$ cat src/rtl/ram_acc_if.sv
// Request/response bus for the ram_acc accumulator store.
// The master drives a request, and the slave returns registered data and the status strobes.
interface ram_acc_if #(
  parameter int AW = 4,
  parameter int DW = 5
);
  logic          cs;
  logic          we;
  logic          acc;
  logic [AW-1:0] addr;
  logic [DW-1:0] din;
  logic [DW-1:0] dout;
  logic          dout_valid;
  logic          busy;
  logic          ovf;

  modport master (
    output cs, we, acc, addr, din,
    input  dout, dout_valid, busy, ovf
  );

  modport slave (
    input  cs, we, acc, addr, din,
    output dout, dout_valid, busy, ovf
  );
endinterface

$ cat src/rtl/ram_acc.sv
// Single-port RAM that zero-clears itself after reset.
// It also supports a two-cycle read-modify-write accumulate that can wrap or saturate.
module ram_acc #(
  parameter int AW  = 4,
  parameter int DW  = 5,
  parameter int SAT = 0
) (
  input  logic      clk,
  input  logic      rst_n,
  ram_acc_if.slave  bus
);

  localparam int DEPTH = 1 << AW;

  localparam logic [1:0] ST_CLEAR = 2'd0;
  localparam logic [1:0] ST_IDLE  = 2'd1;
  localparam logic [1:0] ST_ACCWR = 2'd2;

  logic [DW-1:0] mem [DEPTH];

  logic [1:0]    state_q, state_d;
  logic [AW-1:0] clrPtr_q, clrPtr_d;
  logic [AW-1:0] accAddr_q, accAddr_d;
  logic [DW-1:0] accDin_q, accDin_d;
  logic [DW-1:0] operand_q, operand_d;
  logic [DW-1:0] dout_q, dout_d;
  logic          doutValid_q, doutValid_d;
  logic          ovf_q, ovf_d;

  logic          memWe;
  logic [AW-1:0] memWaddr;
  logic [DW-1:0] memWdata;
  logic [DW:0]   accSum;
  logic [DW-1:0] accResult;

  // The sum is one bit wider than the data, so the carry is the overflow indication in both modes.
  assign accSum    = {1'b0, operand_q} + {1'b0, accDin_q};
  assign accResult = ((SAT != 0) && accSum[DW]) ? {DW{1'b1}} : accSum[DW-1:0];

  always_comb begin
    state_d     = state_q;
    clrPtr_d    = clrPtr_q;
    accAddr_d   = accAddr_q;
    accDin_d    = accDin_q;
    operand_d   = operand_q;
    dout_d      = dout_q;
    doutValid_d = 1'b0;
    ovf_d       = 1'b0;
    memWe       = 1'b0;
    memWaddr    = clrPtr_q;
    memWdata    = '0;

    case (state_q)
      ST_CLEAR: begin
        memWe    = 1'b1;
        clrPtr_d = clrPtr_q + AW'(1);
        if (clrPtr_q == {AW{1'b1}}) begin
          state_d  = ST_IDLE;
          clrPtr_d = '0;
        end
      end
      ST_IDLE: begin
        if (bus.cs) begin
          if (bus.acc) begin
            accAddr_d = bus.addr;
            accDin_d  = bus.din;
            operand_d = mem[bus.addr];
            state_d   = ST_ACCWR;
          end else if (bus.we) begin
            memWe    = 1'b1;
            memWaddr = bus.addr;
            memWdata = bus.din;
          end else begin
            dout_d      = mem[bus.addr];
            doutValid_d = 1'b1;
          end
        end
      end
      ST_ACCWR: begin
        memWe       = 1'b1;
        memWaddr    = accAddr_q;
        memWdata    = accResult;
        dout_d      = accResult;
        doutValid_d = 1'b1;
        ovf_d       = accSum[DW];
        state_d     = ST_IDLE;
      end
      default: begin
        state_d  = ST_CLEAR;
        clrPtr_d = '0;
      end
    endcase
  end

  // A reset aborts a pending accumulate, because the operand is never written back from CLEAR.
  always_ff @(posedge clk or negedge rst_n) begin
    if (!rst_n) begin
      state_q     <= ST_CLEAR;
      clrPtr_q    <= '0;
      accAddr_q   <= '0;
      accDin_q    <= '0;
      operand_q   <= '0;
      dout_q      <= '0;
      doutValid_q <= 1'b0;
      ovf_q       <= 1'b0;
    end else begin
      state_q     <= state_d;
      clrPtr_q    <= clrPtr_d;
      accAddr_q   <= accAddr_d;
      accDin_q    <= accDin_d;
      operand_q   <= operand_d;
      dout_q      <= dout_d;
      doutValid_q <= doutValid_d;
      ovf_q       <= ovf_d;
    end
  end

  always_ff @(posedge clk) begin
    if (memWe) begin
      mem[memWaddr] <= memWdata;
    end
  end

  assign bus.dout       = dout_q;
  assign bus.dout_valid = doutValid_q;
  assign bus.ovf        = ovf_q;
  assign bus.busy       = (state_q != ST_IDLE);

endmodule
$ cat src/flat_wrapper.sv
// flat-port wrapper written by rule: the top's interface ports become plain ports
module ram_acc_flat 
#(
  parameter int AW  = 4,
  parameter int DW  = 5,
  parameter int SAT = 0
)
  (clk, rst_n, bus_cs, bus_we, bus_acc, bus_addr, bus_din, bus_dout, bus_dout_valid, bus_busy, bus_ovf);
  ram_acc_if #(.AW(AW), .DW(DW)) bus_i ();
  input  logic clk;
  input  logic rst_n;
  input wire logic [$bits(bus_i.cs)-1:0] bus_cs;
  input wire logic [$bits(bus_i.we)-1:0] bus_we;
  input wire logic [$bits(bus_i.acc)-1:0] bus_acc;
  input wire logic [$bits(bus_i.addr)-1:0] bus_addr;
  input wire logic [$bits(bus_i.din)-1:0] bus_din;
  output wire logic [$bits(bus_i.dout)-1:0] bus_dout;
  output wire logic [$bits(bus_i.dout_valid)-1:0] bus_dout_valid;
  output wire logic [$bits(bus_i.busy)-1:0] bus_busy;
  output wire logic [$bits(bus_i.ovf)-1:0] bus_ovf;
  assign bus_i.cs = bus_cs;
  assign bus_i.we = bus_we;
  assign bus_i.acc = bus_acc;
  assign bus_i.addr = bus_addr;
  assign bus_i.din = bus_din;
  assign bus_dout = bus_i.dout;
  assign bus_dout_valid = bus_i.dout_valid;
  assign bus_busy = bus_i.busy;
  assign bus_ovf = bus_i.ovf;
  ram_acc #(.AW(AW), .DW(DW), .SAT(SAT)) u_core (.clk(clk), .rst_n(rst_n), .bus(bus_i));
endmodule
$ cat config.mk
export PLATFORM = sky130hd
export DESIGN_NAME = ram_acc_flat
export DESIGN_NICKNAME = d
export VERILOG_FILES = /design/src/rtl/ram_acc_if.sv /design/src/rtl/ram_acc.sv /design/src/flat_wrapper.sv
export SDC_FILE = /design/constraint.sdc
export NUM_CORES = 1
export LEC_CHECK = 0
export ABC_CLOCK_PERIOD_IN_PS = 3500
export CORE_ASPECT_RATIO = 0.5
export CORE_MARGIN = 2
export CORE_UTILIZATION = 60
export DETAILED_ROUTE_END_ITERATION = 7
export MAX_ROUTING_LAYER = met4
export PLACE_DENSITY = 0.75
export SYNTH_ARGS = -nofsm -noshare
export SYNTH_HDL_FRONTEND = slang
export SYNTH_SLANG_ARGS = --single-unit
$ cat constraint.sdc
create_clock -name clk -period 3.5 [get_ports clk]
set_clock_uncertainty 0.05 [all_clocks]
set_input_delay 0.7 -clock clk [delete_from_list [all_inputs] [get_ports clk]]
set_output_delay 0.7 -clock clk [all_outputs]
set_load 0.05 [all_outputs]
======== After elaboration in Yosys (flattened, before gate mapping) ========
Memories as Yosys holds them, arrays and structs flattened.
Cells that the tools add are included.
W data, S select, Z words.
storage, ports and cells
  flip-flop bits (word level) ............. 27
  RAM bits ................................ 80
  bits of input ports ..................... 14
  output and inout bits ................... 8
  memories ................................ 1
memory list
  name        depth  bits a word  read ports  clocked after Yosys merged registers in  wr ports  line           source
  u_core.mem  16     5            1           0                                        1         ram_acc.sv:19  logic [DW-1:0] mem [DEPTH];
cells by class
  add/subtract/negate cells ............... 2
  equal/unequal tests ..................... 9
  mux-type cells .......................... 29
  reductions and logical operators ........ 7
operators with widths
  operator               number
  $mux W5                6
  $pmux W5 S2            2
  $mux W4                4
  $pmux W4 S2            2
  $mux W1                9
  $ne A2 B2 Y1 const B   4
  $add A5 B5 Y6          1
  $mux W2                3
  $pmux W2 S3            1
  $reduce_and A3 Y1      2
  $add A4 B1 Y4 const B  1
  $eq A4 B4 Y1 const B   1
  $ne A2 B1 Y1 const B   2
  $pmux W1 S2            2
  $reduce_and A4 Y1      1
  $reduce_or A2 Y1       2
  $eq A2 B1 Y1 const B   1
  $eq A2 B2 Y1 const B   1
  $logic_not A2 Y1       1
  $reduce_bool A2 Y1     1

======== Depth between registers and ports, before layout ========
Gate-level depths: netlist of the first run.
  depth after elaboration ................. 6
  depth in mapped cells ................... 9
  mapped depth without buffers ............ 7

======== Worst setup path before layout of the first run ========
OpenSTA, ideal clock, no wires.
  path kind ............................... reg2reg
  start point ............................. register u_core.operand_q[0], read port of u_core.mem
  end point ............................... memory u_core.mem[0][4] (data pin)
  library setup time ...................... 0.336 ns
  arrival ................................. 2.347 ns
  required time ........................... 3.114 ns
  setup slack ............................. 0.767 ns
  cell stages (with the launch flop) ...... 8
  path buffers ............................ 0
  cells stage by stage .................... dfrtp_1 > ha_1 > fa_1 > a21o_1 > a21oi_1 > xnor2_1 > nand2_1 > a21boi_0
between the ends
  cells in the longest elaborated chain, start to end .. 2
ends and longest elaborated chain
  item                    line           source
  start: declaration      ram_acc.sv:25  logic [DW-1:0] operand_q, operand_d;
  $add A5 B5 Y6           ram_acc.sv:37  assign accSum = {1'b0, operand_q} + {1'b0, accDin_q};
  $pmux W5 S2             ram_acc.sv:53  case (state_q)
  net u_core.memWdata[4]  ram_acc.sv:32  logic [DW-1:0] memWdata;
  end: declaration        ram_acc.sv:19
The timed path passes the listed nets, and every way through them passes these cells.

======== Worst setup path in the final report of the first run ========
  start point ............................. register u_core.state_q[1]
  end point ............................... memory u_core.mem[9][1] (enable)
between the ends
  cells in the longest elaborated chain, start to end .. 5
ends and longest elaborated chain
  item                                                     line            source
  start: declaration                                       ram_acc.sv:21   logic [1:0] state_q, state_d;
  start signal: assignment                                 ram_acc.sv:107  state_q <= state_d;
  $eq A2 B2 Y1 / $logic_not A2 Y1 (equally long branches)  ram_acc.sv:53
  $reduce_or A2 Y1 (no line)                               --
  $pmux W1 S2                                              ram_acc.sv:53
  $mux W1                                                  ram_acc.sv:119  if (memWe) begin
  $mux W1 (implied by the code)                            ram_acc.sv:120  mem[memWaddr] <= memWdata;
Several ways; a longest one is shown, not always the timed one.

==> impl_metrics.env, run 1 <==
export IMPL_grtUsageTotal_pct=26.8
export IMPL_area_delta_synth_final_pct=13.9
export IMPL_worst_pin_slew_ps=726
export IMPL_dp_cells=441
export IMPL_min_path_type="flip-flop to flip-flop"
export IMPL_avgRoutedWirePerCell_um=21.8
export IMPL_use_met3_pct=8.35
export IMPL_synthCells=313
export IMPL_p_clk_share_pct=22.8
export IMPL_drt_iter0_markers=317
export IMPL_routabilityCongestion=0.837
export IMPL_holdPathEnd="u_core.operand_q[0]"
export IMPL_layout_drive_gt1_share_pct=17.0
export IMPL_min_period_ps=2960
export IMPL_ant_nets=0
export IMPL_coreArea_mm2=0.00749
export IMPL_mostFrequentLayoutCells="80 x edfxtp_1, 31 x nand2_1, 27 x nor2_1, 27 x dfrtp_1, 21 x clkdlybuf4s50_1"
export IMPL_cell_internal_pwr_mw=2.73
export IMPL_grt_pass1_vias=2786
export IMPL_antenna_found_initial=0
export IMPL_overflow=0
export IMPL_die_area_mm2=0.00867
export IMPL_synth_seq_cells=107
export IMPL_grtUsageMet1_pct=36.5
export IMPL_r2r_start="u_core.state_q[1]"
export IMPL_cp_max_fo=10
export IMPL_clock_fmax_mhz=338
export IMPL_p_leak_nw=1.97
export IMPL_reg2reg_to="u_core.mem[9][1]"
export IMPL_clkTransAtPathRegs_ps=70
export IMPL_dpl_hpwl_mm=6.73
export IMPL_power_frac_seq_pct=42.4
export IMPL_htree_levels=3
export IMPL_layoutNonFillerInstCount=456
export IMPL_fin_setup_tns_ps=0
export IMPL_finalSetupViolCount=0
export IMPL_cts_tree="built"
export IMPL_drv_slew=0
export IMPL_hold_buffers=0
export IMPL_synth_top_cell_area_share_pct=50.7
export IMPL_diodes=0
export IMPL_slew_headroom_pct=50.2
export IMPL_synth_area_leader_cell="edfxtp_1"
export IMPL_avgSynthCellArea_um2=15.2
export IMPL_required_ps=3450
export IMPL_power_switching_mw=1.54
export IMPL_die_y_um=66.9
export IMPL_io_pins=22
export IMPL_syn_nets=338
export IMPL_port_buffers=21
export IMPL_ys_types=43
export IMPL_arrival_ps=2910
export IMPL_top_usage_layer="met2"
export IMPL_clkLatencyLatePin_ps=350
export IMPL_ctsLongestPathBuffers=2
export IMPL_power_density_mw_per_mm2=792
export IMPL_critPathLaunchType="flip-flop"
export IMPL_holdCritStartpoint="u_core.operand_q[0]"
export IMPL_vias_per_cell=6.15
export IMPL_combPwrFrac_pct=34.8
export IMPL_grt_pass1_wl_mm=15.6
export IMPL_die_x_um=130
export IMPL_crit_type="flip-flop to flip-flop"
export IMPL_cap_viol_max_count=0
export IMPL_r2r_cells=7
export IMPL_numClockSinks=107
export IMPL_swShare_pct=36.1
export IMPL_cts_resized_gates=0
export IMPL_holdPathStages=2
export IMPL_synth_flop_cell="edfxtp_1"
export IMPL_synthArstFlopShare_pct=25.2
export IMPL_fin_crit_sh_pct=84.5
export IMPL_peakVddDrop_mv=0.382
export IMPL_start_util_pct=63.3
export IMPL_rsz0062_at_grt="false"
export IMPL_r2r_slack_ps=540
export IMPL_use_met2_pct=39.9
export IMPL_cts_root_buf="clkbuf_16"
export IMPL_outcome="finished, final reports clean"
export IMPL_ys_seq_area_share_pct=64.9
export IMPL_row_count=22
export IMPL_synth_warnings=0
export IMPL_via_count=2806
export IMPL_synth_area_mm2=0.00474
export IMPL_netlist_top_cells_area="edfxtp_1 51%, dfrtp_1 14%, mux4_2 7.1%, mux2_2 3.1%, mux4_1 2.8%"
export IMPL_first_pass_iters=5
export IMPL_grt_max_degree=28
export IMPL_worst_setup_path_end_kind="flip-flop"
export IMPL_final_nets=369
export IMPL_layout_commonest_cell="edfxtp_1"
export IMPL_n_fill_cell=488
export IMPL_drc=0
export IMPL_numCtsBuffers=9
export IMPL_synth_edf_count=80
export IMPL_routed_wl_mm=9.95
export IMPL_timing_hold_violations_final=0
export IMPL_post_cts_repair_setup_buffers=0
## critical path, cell delays in order, from the launching register on
cell and delay [ps]:
dfrtp_1 410, inv_1 100, ha_1 370, and4b_1 510
inv_1 100, a21oi_1 310, nand3b_1 290, nor2_1 460
## Yosys cell counts (4+ instances only)
| cell type | count |
|---|---|
| edfxtp_1 | 80 |
| mux4_2 | 15 |
| a21boi_0 | 5 |
| a22o_1 | 8 |
| inv_1 | 7 |
| mux2_2 | 13 |
| o21ai_0 | 8 |
| clkbuf_1 | 7 |
| a22oi_1 | 5 |
| ha_1 | 10 |
| nor2_1 | 27 |
| a21oi_1 | 10 |
| mux4_1 | 5 |
| dfrtp_1 | 27 |
| nand3_1 | 5 |
| nand2_1 | 31 |
| o22ai_1 | 4 |
## per-layer routing
layer | wire [um] | vias up
met3 | 951 | 15
li1 | - | 1268
met4 | 150 | 0
met1 | 4430 | 1383
met2 | 4420 | 140
met5 | 0 | -
## final cells by class
cell class | instances | area [um2] | area share [%]
repair buffers | 33 | 313 | 5.79
inverters | 7 | 26.3 | 0.487
multi-input cells | 186 | 1570 | 29.0
clock inverters | 6 | 56.3 | 1.04
clock buffers | 9 | 225 | 4.17
well taps | 108 | 135 | 2.50
flip-flops and latches | 107 | 3080 | 57.0
## through the flow
stage                     setup slack [ps]  cell area [um2]  utilization, %  total power, mW  hold slack, ps
final                                  542             5400            72.1             4.27             444
after global routing                   339             5400            72.1             4.50             482
after CTS                              547             5400            72.1             4.27             457
after detailed placement               217             5120            68.4             3.30             438
after global placement                 259             5120            68.4             3.23             418
after floorplan                        767             4740               -             2.85             354
## state kept, by name, summed over array words and instances (netlist names)
register / count
u_core.mem: 80
u_core.bus.dout_valid: 1
u_core.clrPtr_q: 4
u_core.accAddr_q: 4
u_core.bus.dout: 5
u_core.state_q: 2
u_core.bus.ovf: 1
u_core.operand_q: 5
u_core.accDin_q: 5
## power groups by stage
| stage | clock network, mW | logic [mW] | registers (mW) |
|---|---|---|---|
| floorplan | 0 | 0.940 | 1.91 |
| global placement | 0 | 1.41 | 1.82 |
| detailed placement | 0 | 1.47 | 1.83 |
| CTS | 0.981 | 1.48 | 1.81 |
| global route | 1.04 | 1.62 | 1.84 |
| finish | 0.974 | 1.49 | 1.81 |
## cell families after synthesis
group	after synthesis	synth area share (%)
buffers and inverters	20	2.06
AOI/OAI and AO/OA	58	8.50
DFF	107	64.9
and+or+nand+nor	78	7.31
muxes	36	13.6
adders and majority gates	11	3.06
xor gates and xnor gates	3	0.554
## worst max path at each step
stage                         from           endpoint  depth (start not counted)
2_1_floorplan  u_core.operand_q[0]   u_core.mem[0][4]                          7
3_3_place_gp               bus_acc   u_core.mem[8][0]                          6
3_5_place_dp               bus_acc  u_core.mem[12][0]                          6
6_report         u_core.state_q[1]   u_core.mem[9][1]                          7
4_1_cts          u_core.state_q[1]  u_core.mem[12][1]                          7
5_1_grt          u_core.state_q[1]   u_core.mem[9][1]                          7
Note: power is estimated with default switching activity, not from simulation.
==> run 2: changes to the inputs <==
--- a/config.mk
+++ b/config.mk
@@ -5,7 +5,7 @@
 export SDC_FILE = /design/constraint.sdc
 export NUM_CORES = 1
 export LEC_CHECK = 0
-export ABC_CLOCK_PERIOD_IN_PS = 3500
+export ABC_CLOCK_PERIOD_IN_PS = 2900
 export CORE_ASPECT_RATIO = 0.5
 export CORE_MARGIN = 2
 export CORE_UTILIZATION = 60
==> constraint.sdc (replaced) <==
create_clock -name clk -period 2.9 [get_ports clk]
set_clock_uncertainty 0.05 [all_clocks]
set_input_delay 0.58 -clock clk [delete_from_list [all_inputs] [get_ports clk]]
set_output_delay 0.58 -clock clk [all_outputs]
set_load 0.05 [all_outputs]
==> impl_metrics.env, run 2 (same netlist as run 1, synthesis figures left out) <==
export IMPL_grt_pass1_vias=2942
export IMPL_numClockSinks=107
export IMPL_p_leak_nw=2.09
export IMPL_drt_iter0_markers=327
export IMPL_drc=0
export IMPL_start_util_pct=63.3
export IMPL_timing_hold_violations_final=0
export IMPL_coreArea_mm2=0.00749
export IMPL_dpl_hpwl_mm=6.99
export IMPL_drv_slew=0
export IMPL_dpl_cell_area_mm2=0.00529
export IMPL_die_area_mm2=0.00867
export IMPL_slew_headroom_pct=47.0
export IMPL_routed_wl_mm=10.2
export IMPL_cts_root_buf="clkbuf_16"
export IMPL_port_buffers=21
export IMPL_final_area_mm2=0.00557
export IMPL_min_period_ps=2600
export IMPL_top_usage_layer="met1"
export IMPL_grtUsageMet1_pct=39.9
export IMPL_hold_buffers=0
export IMPL_post_cts_repair_setup_buffers=0
export IMPL_io_pins=22
export IMPL_overflow=0
export IMPL_grt_max_degree=28
export IMPL_clkLatencyLatePin_ps=350
export IMPL_layout_commonest_cell="edfxtp_1"
export IMPL_crit_type="flip-flop to output port"
export IMPL_clock_fmax_mhz=385
export IMPL_regMostFlops="u_core.mem"
export IMPL_routabilityCongestion=0.928
export IMPL_die_y_um=66.9
export IMPL_grt_pass1_wl_mm=16.4
export IMPL_antenna_found_initial=0
export IMPL_worst_pin_slew_ps=793
export IMPL_use_met3_pct=8.59
export IMPL_fin_crit_sh_pct=89.6
export IMPL_layout_drive_gt1_share_pct=22.2
export IMPL_via_count=2944
export IMPL_avgRoutedWirePerCell_um=21.4
export IMPL_finalSetupViolCount=0
export IMPL_vias_per_cell=6.16
export IMPL_use_met2_pct=38.5
export IMPL_htree_levels=3
export IMPL_area_delta_synth_final_pct=17.5
export IMPL_cap_viol_max_count=0
export IMPL_grtUsageTotal_pct=27.7
export IMPL_worst_setup_path_end_kind="output port"
export IMPL_cts_tree="built"
export IMPL_row_count=22
export IMPL_cp_max_fo=10
export IMPL_outcome="finished, final reports clean"
export IMPL_min_path_type="flip-flop to flip-flop"
export IMPL_clkTransAtPathRegs_ps=70
export IMPL_diodes=0
export IMPL_arrival_ps=1970
export IMPL_rsz0062_at_grt="false"
export IMPL_ant_nets=0
export IMPL_die_x_um=130
export IMPL_first_pass_iters=5
export IMPL_ctsLongestPathBuffers=2
export IMPL_power_density_mw_per_mm2=946
export IMPL_fin_setup_tns_ps=0
export IMPL_mostFrequentLayoutCells="80 x edfxtp_1, 31 x nand2_1, 31 x buf_4"
export IMPL_numCtsBuffers=9
export IMPL_cts_resized_gates=0
export IMPL_final_nets=390
export IMPL_largest_register_ffs=80
export IMPL_peakVddDrop_mv=0.507
export IMPL_required_ps=2270
export IMPL_critPathLaunchType="flip-flop"
==> run 2: cell types whose count changed in the layout (fill, tap and decap cells not counted), sizes merged <==
cell	before	now
clkinv	0	3
inv	12	10
buf	12	33
==> run 2: worst max-delay path, stage by stage, from the launching register on <==
cell	delay [ps]
dfrtp_1	400
inv_1	110
ha_2	310
inv_1	90
clkdlybuf4s50_1	710
==> run 2: final timing paths <==
kind                                startpoint             endpoint  slack [ps]  depth (start not counted)
min in group asynchronous                rst_n    u_core.state_q[1]         560                          2
max reg2reg                  u_core.state_q[1]    u_core.mem[14][2]         340                          8
max                          u_core.state_q[1]             bus_busy         300                          4
max in group asynchronous                rst_n   u_core.accDin_q[1]        1980                          2
min reg2reg                u_core.operand_q[2]  u_core.operand_q[2]         460                          2
min                        u_core.operand_q[2]  u_core.operand_q[2]         460                          2
==> run 2: report_power, final <==
| part | internal [mW] | leakage (nW) | total (mW) | switching (mW) |
|---|---|---|---|---|
| registers | 2.03 | 1.09 | 2.19 | 0.159 |
| clock network | 0.596 | 0.140 | 1.16 | 0.565 |
| logic | 0.764 | 0.856 | 1.93 | 1.16 |
| total | 3.39 | 2.09 | 5.27 | 1.89 |
==> run 2: area by class of cell <==
| type | count | area (um2) |
|---|---|---|
| inverter | 7 | 26.3 |
| clock buffer | 9 | 225 |
| fill | 456 | 1910 |
| multi-input combinational | 186 | 1570 |
| tap | 108 | 135 |
| clock inverter | 7 | 57.6 |
| sequential | 107 | 3080 |
| timing repair buffer | 54 | 483 |
==> run 2: metal layers <==
metal  vias up  wire, um
met3        12       978
met4         0       136
li1       1309         -
met1      1469      4610
met2       154      4490
met5         -         0
==> run 2: per-stage QoR <==
step	cells	power, mW	utilization (%)	setup WS (ps)	hold slack (ps)
finish	478	5.27	74.4	303	462
global route	478	5.57	74.4	55.6	471
CTS	478	5.28	74.4	189	455
detailed placement	462	4.11	70.6	27.7	436
global placement	462	4.02	70.6	89.7	422
floorplan	313	3.44	-	167	234
